--- config.mk ---
export PLATFORM = sky130hd
export DESIGN_NAME = pc_stack_unit
export DESIGN_NICKNAME = d
export VERILOG_FILES = /design/src/rtl/pc_stack_unit.sv
export SDC_FILE = /design/constraint.sdc
export NUM_CORES = 1
export LEC_CHECK = 0
export CAP_MARGIN = 20
export CORE_MARGIN = 8
export CORE_UTILIZATION = 57
export CTS_CLUSTER_DIAMETER = 100
export DETAILED_ROUTE_END_ITERATION = 6
export GPL_TIMING_DRIVEN = 0
export PLACE_DENSITY_LB_ADDON = 0.25
export RECOVER_POWER = 25
export SLEW_MARGIN = 30
export SYNTH_ARGS = -nofsm -noshare
export SYNTH_HDL_FRONTEND = slang
export SYNTH_SLANG_ARGS = --single-unit
--- constraint.sdc ---
create_clock -name clk -period 4.65 [get_ports clk]
set_input_delay 0.465 -clock clk [delete_from_list [all_inputs] [get_ports clk]]
set_output_delay 0.465 -clock clk [all_outputs]
set_load 0.005 [all_outputs]
--- src/rtl/pc_stack_unit.sv ---
// rtl/pc_stack_unit.sv - program counter with conditional/relative jumps and a call/return stack
module pc_stack_unit #(
  parameter int DATA_WIDTH = 16,
  parameter int STACK_DEPTH = 8,
  parameter logic [DATA_WIDTH-1:0] RESET_VECTOR = '0,
  localparam int DEPTH_W = $clog2(STACK_DEPTH + 1),
  localparam int ADDR_W = $clog2(STACK_DEPTH)
) (
  input  logic                  clk,
  input  logic                  reset,
  input  logic                  stall,
  input  logic [DATA_WIDTH-1:0] opcode,
  input  logic [DATA_WIDTH-1:0] operand,
  input  logic [3:0]            flags,
  output logic [DATA_WIDTH-1:0] pc,
  output logic [DEPTH_W-1:0]    depth,
  output logic                  stack_full,
  output logic                  stack_empty,
  output logic                  stack_overflow,
  output logic                  stack_underflow
);

  localparam logic [DEPTH_W-1:0] FULL_DEPTH = DEPTH_W'(STACK_DEPTH);

  logic [DATA_WIDTH-1:0] stack_mem [STACK_DEPTH];
  logic [3:0]            sel;
  logic [3:0]            op;
  logic                  flag_n, flag_c, flag_z;
  logic [DATA_WIDTH-1:0] pc_inc, pc_rel, next_pc;
  logic                  push, pop, ovf_set, unf_set;
  logic [DEPTH_W-1:0]    depth_m1;
  logic [ADDR_W-1:0]     wr_idx, rd_idx;
  logic                  unused_bits;

  assign sel    = opcode[DATA_WIDTH-1:DATA_WIDTH-4];
  assign op     = opcode[DATA_WIDTH-5:DATA_WIDTH-8];
  assign flag_n = flags[2];
  assign flag_c = flags[1];
  assign flag_z = flags[0];
  assign unused_bits = ^{flags[3], opcode};

  assign pc_inc   = pc + 1'b1;
  assign pc_rel   = pc + operand;
  assign depth_m1 = depth - 1'b1;
  // Push/pop are gated by full/empty, so these indices never exceed STACK_DEPTH-1.
  assign wr_idx   = depth[ADDR_W-1:0];
  assign rd_idx   = depth_m1[ADDR_W-1:0];

  assign stack_full  = (depth == FULL_DEPTH);
  assign stack_empty = (depth == '0);

  always_comb begin
    next_pc = pc_inc;
    push    = 1'b0;
    pop     = 1'b0;
    ovf_set = 1'b0;
    unf_set = 1'b0;
    if (sel == 4'h7) begin
      case (op)
        4'h0: next_pc = operand;
        4'h1: if (flag_c)  next_pc = operand;
        4'h2: if (flag_z)  next_pc = operand;
        4'h3: next_pc = pc_rel;
        4'h4: if (flag_c)  next_pc = pc_rel;
        4'h5: if (flag_z)  next_pc = pc_rel;
        4'h6: if (!flag_c) next_pc = operand;
        4'h7: if (!flag_z) next_pc = operand;
        4'h8: if (flag_n)  next_pc = operand;
        4'h9, 4'hA: begin
          if (stack_full) begin
            ovf_set = 1'b1;
          end else begin
            push    = 1'b1;
            next_pc = (op == 4'h9) ? operand : pc_rel;
          end
        end
        4'hB: begin
          if (stack_empty) begin
            unf_set = 1'b1;
          end else begin
            pop     = 1'b1;
            next_pc = stack_mem[rd_idx];
          end
        end
        default: next_pc = pc_inc;
      endcase
    end
  end

  always_ff @(posedge clk) begin
    if (reset) begin
      pc              <= RESET_VECTOR;
      depth           <= '0;
      stack_overflow  <= 1'b0;
      stack_underflow <= 1'b0;
    end else if (!stall) begin
      pc              <= next_pc;
      stack_overflow  <= stack_overflow | ovf_set;
      stack_underflow <= stack_underflow | unf_set;
      if (push)
        depth <= depth + 1'b1;
      else if (pop)
        depth <= depth_m1;
    end
  end

  // Entries need no reset: with depth=0 nothing can read them.
  always_ff @(posedge clk) begin
    if (!reset && !stall && push)
      stack_mem[wr_idx] <= pc_inc;
  end

endmodule

# [Word level (Yosys, flattened, before mapping)]
# Memory sizes are Yosys's and may differ from the RTL's.
# Index checks and enable logic that the tools add are counted.
[op_classes] order_cmp=0 n_div=0 shift=0 n_reduce_logical=9 n_eq_ne=13 muxes=28 n_addsub=4 n_mul=0 bitwise_logic=3
[ops] cell="$mux 16" count=11
[ops] cell="$pmux 16 s11" count=1
[ops] cell="$eq 4x3->1 const B" count=5
[ops] cell="$eq 4x4->1 const B" count=5
[ops] cell="$add 16x1->16 const B" count=1
[ops] cell="$add 16x16->16" count=1
[ops] cell="$mux 1" count=14
[ops] cell="$eq 4x2->1 const B" count=2
[ops] cell="$logic_not 4->1" count=2
[ops] cell="$mux 4" count=2
[ops] cell="$add 4x1->4 const B" count=1
[ops] cell="$eq 4x1->1 const B" count=1
[ops] cell="$sub 4x1->4 const B" count=1
[ops] cell="$logic_and 1x1->1" count=2
[ops] cell="$logic_not 1->1" count=2
[ops] cell="$or 1x1->1" count=2
[ops] cell="$reduce_and 2->1" count=1
[ops] cell="$reduce_bool 2->1" count=1
[ops] cell="$reduce_or 2->1" count=1
[ops] cell="$not 1->1" count=1
[totals] mem_count=1 ram_bits=128 latch_bits=0 romBits=0 inputBits=39 register_bits=22
[memory_table] memory="stack_mem" words=8 width=16 rd=1 rd_clocked_by_memory_dff=0 wr=1 line="25" rtl="logic [DATA_WIDTH-1:0] stack_mem [STACK_DEPTH];"

# [Depth between registers and ports, before layout]
# Gate-level depths: netlist (run 1).
[depth] depth_word=7 mapped_depth=13

# [Least setup slack after synthesis (run 1)]
# Ideal clock, no wire load.
[synth_timing] path_kind="register to register" startpoint="register depth[0]" endpoint="memory stack_mem[1][0] (enable)" t_required_ns=4.241 synth_period_minus_slack_ns=3.354 path_slack_ns=1.296 arrival_ns=2.945 path_stages_with_launch=10 cell_sequence="dfxtp_1 -> buf_2 -> buf_2 -> inv_1 -> ha_1 -> nand3b_1 -> o211ai_1 -> nor2_1 -> nand2_1 -> nor3_1"
[synth_via] elab_chain_len=7
[synth_lines] item="from (decl)" line="16" rtl="output logic [DEPTH_W-1:0] depth,"
[synth_lines] item="from (signal assigned)" line="101" rtl="depth <= depth + 1'b1;"
[synth_lines] item="from (signal assigned)" line="103" rtl="depth <= depth_m1;"
[synth_lines] item="$eq 4x4->1" line="49" rtl="assign stack_full = (depth == FULL_DEPTH);"
[synth_lines] item="$mux 1" line="70" rtl="if (stack_full) begin"
[synth_lines] item="$mux 1" line="59" rtl="case (op)"
[synth_lines] item="$mux 1" line="58" rtl="if (sel == 4'h7) begin"
[synth_lines] item="$logic_and 1x1->1" line="109" rtl="if (!reset && !stall && push)"
[synth_lines] item="$mux 1" line="109"
[synth_lines] item="$mux 1 (not written as such)" line="110" rtl="stack_mem[wr_idx] <= pc_inc;"
[synth_lines] item="to (decl)" line="25"
# Parallel ways exist; a longest one is shown, timed or not.

# [Worst setup path in the final report (run 1)]
[layout_timing] startpoint="register depth[0]" endpoint="register pc[1]"
[layout_via] elab_chain_len=5
[layout_lines] item="$sub 4x1->4" line="44" rtl="assign depth_m1 = depth - 1'b1;"
[layout_lines] item="$mem_v2 8x16"
[layout_lines] item="$mux 16" line="78" rtl="if (stack_empty) begin"
[layout_lines] item="$pmux 16 s11 (*)" line="59"
[layout_lines] item="$mux 16 (*)" line="58"
[layout_lines] item="to (signal assigned)" line="97" rtl="pc <= next_pc;"
[layout_lines] item="to (decl)" line="15" rtl="output logic [DATA_WIDTH-1:0] pc,"
# Mark *: on every way between the ends. The rest lies on a longest branch, timed or not.
# A chain may end at the register's enable or synchronous reset.

==> results of run 1 <==
-- area by class of cell --
type | count | area [sq um] | area share
Multi-Input combinational cell | 447 | 3403 | 0.3660
Clock inverter | 13 | 132.6 | 0.01426
Tap cell | 180 | 225.2 | 0.02422
Clock buffer | 18 | 429.2 | 0.04615
Buffer | 34 | 150.1 | 0.01615
Inverter | 24 | 90.09 | 0.009688
Timing Repair Buffer | 59 | 584.3 | 0.06284
Sequential cell | 150 | 4284 | 0.4607
-- stage by stage --
| step | setup WS, ns | hold WS, ns |
|---|---|---|
| after floorplan | 1.296 | 0.4558 |
| after global placement | -0.1190 | 0.4601 |
| after detailed placement | 0.8371 | 0.4679 |
| after CTS | 0.7825 | 0.4806 |
| after global routing | 0.4874 | 0.5052 |
| final | 0.7843 | 0.4686 |
-- per-layer routing --
metal | share of wire | vias up
met5 | 0 | -
li1 | - | 2705
met1 | 0.41 | 2983
met4 | 0.035 | 0
met2 | 0.49 | 322
met3 | 0.066 | 53
-- power groups by stage --
stage / Sequential (mW) / Clock [mW] / Combinational (mW)
after CTS: 1.48 / 1.33 / 0.274
after floorplan: 1.51 / 0 / 0.167
after global placement: 1.51 / 0 / 0.266
final: 1.48 / 1.32 / 0.278
after detailed placement: 1.51 / 0 / 0.271
after global routing: 1.48 / 1.38 / 0.302
-- flip-flops by register name, summed over array words and instances (netlist names) --
register	cells
stack_underflow	1
stack_mem	128
pc	16
stack_overflow	1
depth	4
-- synthesized netlist by cell type, types with 5 or more instances --
cell	number	area [sq um]
a211o_1	5	43.79
a211oi_1	5	37.54
a21o_1	5	37.54
a21oi_1	43	215.2
a221oi_1	5	43.79
a31oi_1	12	75.07
buf_2	12	60.06
clkbuf_1	19	71.32
dfxtp_1	22	440.4
edfxtp_1	128	3844
ha_1	18	225.2
inv_1	24	90.09
mux2i_1	7	70.07
mux4_2	32	720.7
nand2_1	71	266.5
nand2b_1	10	62.56
nand3_1	13	65.06
nand4_1	7	43.79
nor2_1	39	146.4
nor2b_1	10	62.56
nor3_1	14	70.07
o211ai_1	11	82.58
o21ai_0	24	120.1
or3_1	8	50.05
xnor2_1	24	210.2
xor2_1	5	43.79
-- worst reg2reg max path, stage by stage (launching register included) --
cell	delay, ns
dfxtp_1	0.35
buf_2	0.29
buf_2	0.36
inv_1	0.14
ha_1	0.30
clkbuf_1	0.26
clkbuf_1	0.58
mux4_2	0.42
mux2i_1	0.26
o22ai_1	0.14
nor3_1	0.30
o32ai_1	0.14
a31o_2	0.23
-- final timing paths --
path	startpoint	end	slack, ns
worst max-delay path	depth[0]$_SDFFE_PP0P_	pc[1]$_SDFFE_PP0N_	0.78
worst min-delay path	stack_underflow$_SDFFE_PP0N_	stack_underflow$_SDFFE_PP0N_	0.47
worst max register to register	depth[0]$_SDFFE_PP0P_	pc[1]$_SDFFE_PP0N_	0.78
worst min register to register	stack_underflow$_SDFFE_PP0N_	stack_underflow$_SDFFE_PP0N_	0.47
-- logic make-up after synthesis --
group / synth area share
simple gates: 0.1308
compound gates: 0.1313
flops: 0.5437
buf+inv: 0.03049
mux: 0.1003
xor+xnor: 0.03223
fa+ha+maj: 0.03112
==> summary.md, run 1 <==
| Metric | Value |
|---|---|
| Ports | 63 |
| Ant. Diodes | 0 |
| Mean area per synthesized cell | 12.03 sq um |
| Worst slew pin tran | between 0.9 and 1 ns |
| Fmax achieved | roughly 260 MHz |
| Clock transition at path regs | about 0.060 ns |
| CTS tree | done |
| Final Max Slew Viols | 0 |
| Die height | between 100 and 150 microns |
| Post-synth EDFFs | roughly 130 |
| Worst r2r path cells | 12 |
| Total setup buffers inserted after CTS | 0 |
| Internal | between 2 and 2.5 mW |
| H-Tree Depth | 4 |
| Vias | just over 6k |
| TritonCTS Buffers | 17 |
| Clk buf depth | 2 |
| Root Driver | clkbuf_16 |
| CP cell instances | buf_2 > buf_2 > inv_1 > ha_1 > clkbuf_1 > clkbuf_1 > mux4_2 > mux2i_1 > o22ai_1 > nor3_1 > o32ai_1 > a31o_2 |
| Core Area | roughly 0.014 sq mm |
| Most common cell after layout, fill and taps aside | edfxtp_1 |
| Number of global-route vias before repair | 5962 |
| Most frequent cells in the layout | edfxtp_1 (128), nand2_1 (71), a21oi_1 (43) |
| Clock share of power | 0.429 |
| Crit end category | register |
| Initial Util | 0.5744 |
| Critical Path Stages | 12 |
| CP max-delay cell | clkbuf_1 |
| Met1 Usage GRT | 0.3138 |
| Placer Congestion | 1.011 |
| Min Tclk post-route | around 3.9 ns |
| Setup crit start kind | register |
| Synth warn | 0 |
| Worst hold path class | reg2reg |
| Dpl cells | 894 |
| Layout Skew | 0.008671 ns |
| CTS Sinks | 150 |
| CP required | just under 5 ns |
| FILL cells | between 1k and 1.5k |
| Area Growth Syn to Fin | 18.01% |
| Pwr dens | between 300 and 400 mW/mm^2 |
| First-pass GRT wire length | approximately 34000 microns |
| Async S/R FF share, synth | 0 |
| Remaining DRCs | 0 |
| CP bufs+invs | 5 |
| Crit path max fanout | 10 |
| Number of port buffers | between 50 and 60 |
| Initial antenna violation count | 0 |
| Die X | 133.6 microns |
| Total power | between 3 and 4 mW |
| Full die area | 0.01784 sq mm |
| Status | finished, final reports clean |
| Hold Path Cell Cnt | 1 |
| Total GRT Usage | 0.2474 |
| Critical Path Max Stage Delay | 0.58 ns |
| GR Overflow Total | 0 |
| DRT Pass-1 Iters | 5 |
| WL per Instance | 23.38 microns |
| PostCTS Resize Cnt | 0 |
| Syn Inst Count | roughly 660 |
| Clk Latency, worst-skew pair | approximately 0.42 ns |
| Logic pwr share | 0.090 |
| Met3 Usage GRT | 0.05271 |
| Setup violations, final | 0 |
| Placed inst area | approximately 0.0087 sq mm |
| Sw Pwr | roughly 0.72 mW |
| Pin count of the biggest net entering global routing | 17 |
| Antenna Violating Nets Remaining | 0 |
| Initial DRC count | about 640 |
| Prevailing post-synth register cell | edfxtp_1 |
| RSZ-0062 raised after global routing | false |
| IR drop worst, VDD | around 0.38 mV |
| Layout cell share with drive strength beyond 1 | 0.1342 |
| Switching share of power | 0.2325 |
| CP top delay family | buffers and inverters |
| Post-synthesis cell type count | between 60 and 70 |
| Synthesized flop and latch total | 150 |
| Period utilization | 0.8313 |
| Row count | between 40 and 50 |
| Layout Utilization | 0.6778 |
| Drt via density | approximately 6.6 |
| Sequential share of power | 0.481 |
| Wirelength, routed | 21630 microns |
| Seq/Total Area, Yosys | 0.5437 |
| Netlist Area Pre-Place | roughly 0.0079 sq mm |
| Max_slew headroom | 0.3366 |
| Setup_tns | 0 ns |
| Global route hottest layer | met2 |
| Post-route cell area | 0.009299 sq mm |
| Syn_nets | around 710 |
| Fin cells | about 930 |
| Leak Pwr | 3.154 nW |
| M2 GR Usage | 0.3960 |
| Critical path type | reg2reg |
| Max Cap Viol | 0 |
| Cts hold-fix bufs | 0 |
| Detailed placement HPWL | between 15000 and 20000 microns |
| Data arrival time of the worst path | 4.18 ns |
| Nets@finish | between 700 and 800 |
| Final hold viol count | 0 |
Power figures use the tool's default switching activity.
==> run 2, diff against run 1 <==
--- a/config.mk
+++ b/config.mk
@@ -7,7 +7,7 @@
 export LEC_CHECK = 0
 export CAP_MARGIN = 20
 export CORE_MARGIN = 8
-export CORE_UTILIZATION = 57
+export CORE_UTILIZATION = 53
 export CTS_CLUSTER_DIAMETER = 100
 export DETAILED_ROUTE_END_ITERATION = 6
 export GPL_TIMING_DRIVEN = 0
==> constraint.sdc (replaced) <==
create_clock -name clk -period 3.3 [get_ports clk]
set_input_delay 0.33 -clock clk [delete_from_list [all_inputs] [get_ports clk]]
set_output_delay 0.33 -clock clk [all_outputs]
set_load 0.005 [all_outputs]
==> summary.md, run 2 (synthesis gave the netlist of run 1 again) <==
| Metric | Value |
|---|---|
| First-pass GRT wire length | 33130 microns (was 33600 microns) |
| Crit end category | register (unchanged) |
| Largest reg by FF count | stack_mem (unchanged) |
| Total GRT Usage | 0.2358 (was 0.2474) |
| Ant. Diodes | 0 (unchanged) |
| Remaining DRCs | 0 (unchanged) |
| Setup WS pre-CTS | -0.4965 ns (was 0.8371 ns) |
| Vias | 5974 (was 6063) |
| Period utilization | 0.9412 (was 0.8313) |
| GR Overflow Total | 0 (unchanged) |
| Critical Path Max Stage Delay | 0.37 ns (was 0.58 ns) |
| Max reg flops | 128 (unchanged) |
| Die X | 137.9 microns (was 133.6 microns) |
| Setup violations, final | 0 (unchanged) |
| Initial DRC count | 583 (was 636) |
| FILL cells | 1094 (was 1003) |
| Final hold viol count | 0 (unchanged) |
| CTS tree | done (unchanged) |
| Placer Congestion | 0.9681 (was 1.011) |
| Status | finished, final reports clean (unchanged) |
| Initial antenna violation count | 0 (unchanged) |
| Worst hold path class | in2reg (was reg2reg) |
| Number of port buffers | 52 (unchanged) |
| Fmax achieved | 322.0 MHz (was 258.7 MHz) |
| CP bufs+invs | 5 (unchanged) |
| Antenna Violating Nets Remaining | 0 (unchanged) |
| Die height | 137.9 microns (was 133.6 microns) |
| Setup crit start kind | register (unchanged) |
| Max_slew headroom | 0.3002 (was 0.3366) |
| Crit path max fanout | 10 (unchanged) |
| Area Growth Syn to Fin | 19.04% (was 18.01%) |
| Pin count of the biggest net entering global routing | 17 (unchanged) |
| WL per Instance | 23.52 microns (was 23.38 microns) |
| H-Tree Depth | 4 (unchanged) |
| TritonCTS Buffers | 17 (unchanged) |
| Clk buf depth | 2 (unchanged) |
| RSZ-0062 raised after global routing | false (unchanged) |
| CP max-delay cell | a221o_1 (was clkbuf_1) |
| Drt via density | 6.431 (was 6.555) |
| Ports | 63 (unchanged) |
| Biggest regs | stack_mem: 128 flops, pc: 16 flops, depth: 4 flops (unchanged) |
| Critical path type | reg2reg (unchanged) |
| Fin cells | 929 (was 925) |
| Clk Latency, worst-skew pair | 0.42 ns (about the same) |
| Setup_tns | 0 ns (unchanged) |
| Max Cap Viol | 0 (unchanged) |
| Worst slew pin tran | 1.042 ns (was 0.9879 ns) |
| CP top delay family | compound AO/OA/AOI/OAI gates (was buffers and inverters) |
| CP required | 3.61 ns (was 4.96 ns) |
| Detailed placement HPWL | 15880 microns (was 15480 microns) |
| Number of global-route vias before repair | 5815 (was 5962) |
| Total power | 4.335 mW (was 3.079 mW) |
| Most frequent cells in the layout | edfxtp_1 (128), nand2_1 (71), a21oi_1 (42) (was edfxtp_1 (128), nand2_1 (71), a21oi_1 (43)) |
| Final Max Slew Viols | 0 (unchanged) |
| Leak Pwr | 3.191 nW (was 3.154 nW) |
| Root Driver | clkbuf_16 (unchanged) |
| Layout cell share with drive strength beyond 1 | 0.1477 (was 0.1342) |
| Most common cell after layout, fill and taps aside | edfxtp_1 (unchanged) |
| Dpl cells | 896 (was 894) |
| Clock transition at path regs | 0.07 ns (was 0.06 ns) |
| Data arrival time of the worst path | 3.41 ns (was 4.18 ns) |
| Initial Util | 0.5422 (was 0.5744) |
| Core Area | 0.01453 sq mm (was 0.01372 sq mm) |
| Layout Skew | 0.01219 ns (was 0.008671 ns) |
| Min Tclk post-route | 3.106 ns (was 3.866 ns) |
| Row count | 44 (was 43) |
| Wirelength, routed | 21850 microns (was 21630 microns) |
| Cts hold-fix bufs | 0 (unchanged) |
| IR drop worst, VDD | 0.5157 mV (was 0.3815 mV) |
| Full die area | 0.01903 sq mm (was 0.01784 sq mm) |
| Nets@finish | 790 (was 791) |
| CTS Sinks | 150 (unchanged) |
| Setup WS post-layout | 0.1941 ns (was 0.7843 ns) |
| Pwr dens | 462.1 mW/mm^2 (was 331.1 mW/mm^2) |
| DRT Pass-1 Iters | 5 (unchanged) |
| CP cell instances | buf_4 > buf_4 > inv_1 > ha_2 > nand3b_1 > inv_1 > o21ai_1 > a221o_1 > clkbuf_2 > a221oi_1 > nor2_1 > a311o_1 (was buf_2 > buf_2 > inv_1 > ha_1 > clkbuf_1 > clkbuf_1 > mux4_2 > mux2i_1 > o22ai_1 > nor3_1 > o32ai_1 > a31o_2) |
==> run 2: cell types whose count changed in the layout (fill, tap and decap cells not counted), moves of 4 or more <==
cell,before,now
clkbuf_1,20,14
clkbuf_2,0,4
clkdlybuf4s50_1,37,31
dlygate4sd3_1,15,21
==> run 2: stage by stage <==
stage / hold slack [ns] / utilization / cell area, sq um
after CTS: 0.4562 / 0.6429 / 9344
after detailed placement: 0.4657 / 0.6022 / 8752
after global placement: 0.4548 / 0.5945 / 8641
after global routing: 0.4908 / 0.6454 / 9380
final: 0.4675 / 0.6454 / 9380
after floorplan: 0.4558 / - / 7890
==> run 2: layout make-up <==
cell class | count | area (sq um) | area share
tap | 184 | 230.2 | 0.02454
multi-input combinational | 447 | 3450 | 0.3677
clock buffer | 19 | 432.9 | 0.04615
clock inverter | 13 | 130.1 | 0.01387
buffer | 33 | 163.9 | 0.01747
inverter | 24 | 90.09 | 0.009604
timing repair buffer | 59 | 599.3 | 0.06389
sequential | 150 | 4284 | 0.4567
==> run 2: where the power goes <==
| group | switching [mW] | leakage (nW) | internal, mW | total, mW |
|---|---|---|---|---|
| sequential | 0.0209 | 1.31 | 2.07 | 2.09 |
| clock | 0.741 | 0.276 | 1.11 | 1.85 |
| combinational | 0.239 | 1.61 | 0.159 | 0.398 |
==> run 2: worst register-to-register path: stages (launching register included) <==
cell	delay, ns
dfxtp_1	0.32
buf_4	0.19
buf_4	0.21
inv_1	0.13
ha_2	0.27
nand3b_1	0.19
inv_1	0.24
o21ai_1	0.09
a221o_1	0.37
clkbuf_2	0.27
a221oi_1	0.33
nor2_1	0.07
a311o_1	0.32
==> run 2: per-layer routing <==
layer / vias to the layer above / track usage / routed length [microns]
met5: - / 0 / 0
met4: 0 / 0.08358 / 498
met2: 251 / 0.3906 / 10910
met1: 2979 / 0.2967 / 8830
li1: 2697 / - / -
met3: 47 / 0.05580 / 1615
==> run 2: final timing paths <==
| path | cells after the start | startpoint | end | slack (ns) |
|---|---|---|---|---|
| worst max-delay path | 12 | depth[0]$_SDFFE_PP0P_ | pc[11]$_SDFFE_PP0N_ | 0.19 |
| worst min-delay path | 4 | opcode[9] | stack_underflow$_SDFFE_PP0N_ | 0.47 |
| worst max register to register | 12 | depth[0]$_SDFFE_PP0P_ | pc[11]$_SDFFE_PP0N_ | 0.19 |
| worst min register to register | 1 | stack_underflow$_SDFFE_PP0N_ | stack_underflow$_SDFFE_PP0N_ | 0.47 |
==> run 2: repair_timing <==
| item | 4_1_cts | 5_1_grt |
|---|---|---|
| hold endpoints to repair | 0 | 0 |
| resized for setup | 11 | 7 |
| pin swaps | 0 | 3 |
| setup endpoints to repair | 87 | 95 |
| setup buffers | 0 | 2 |
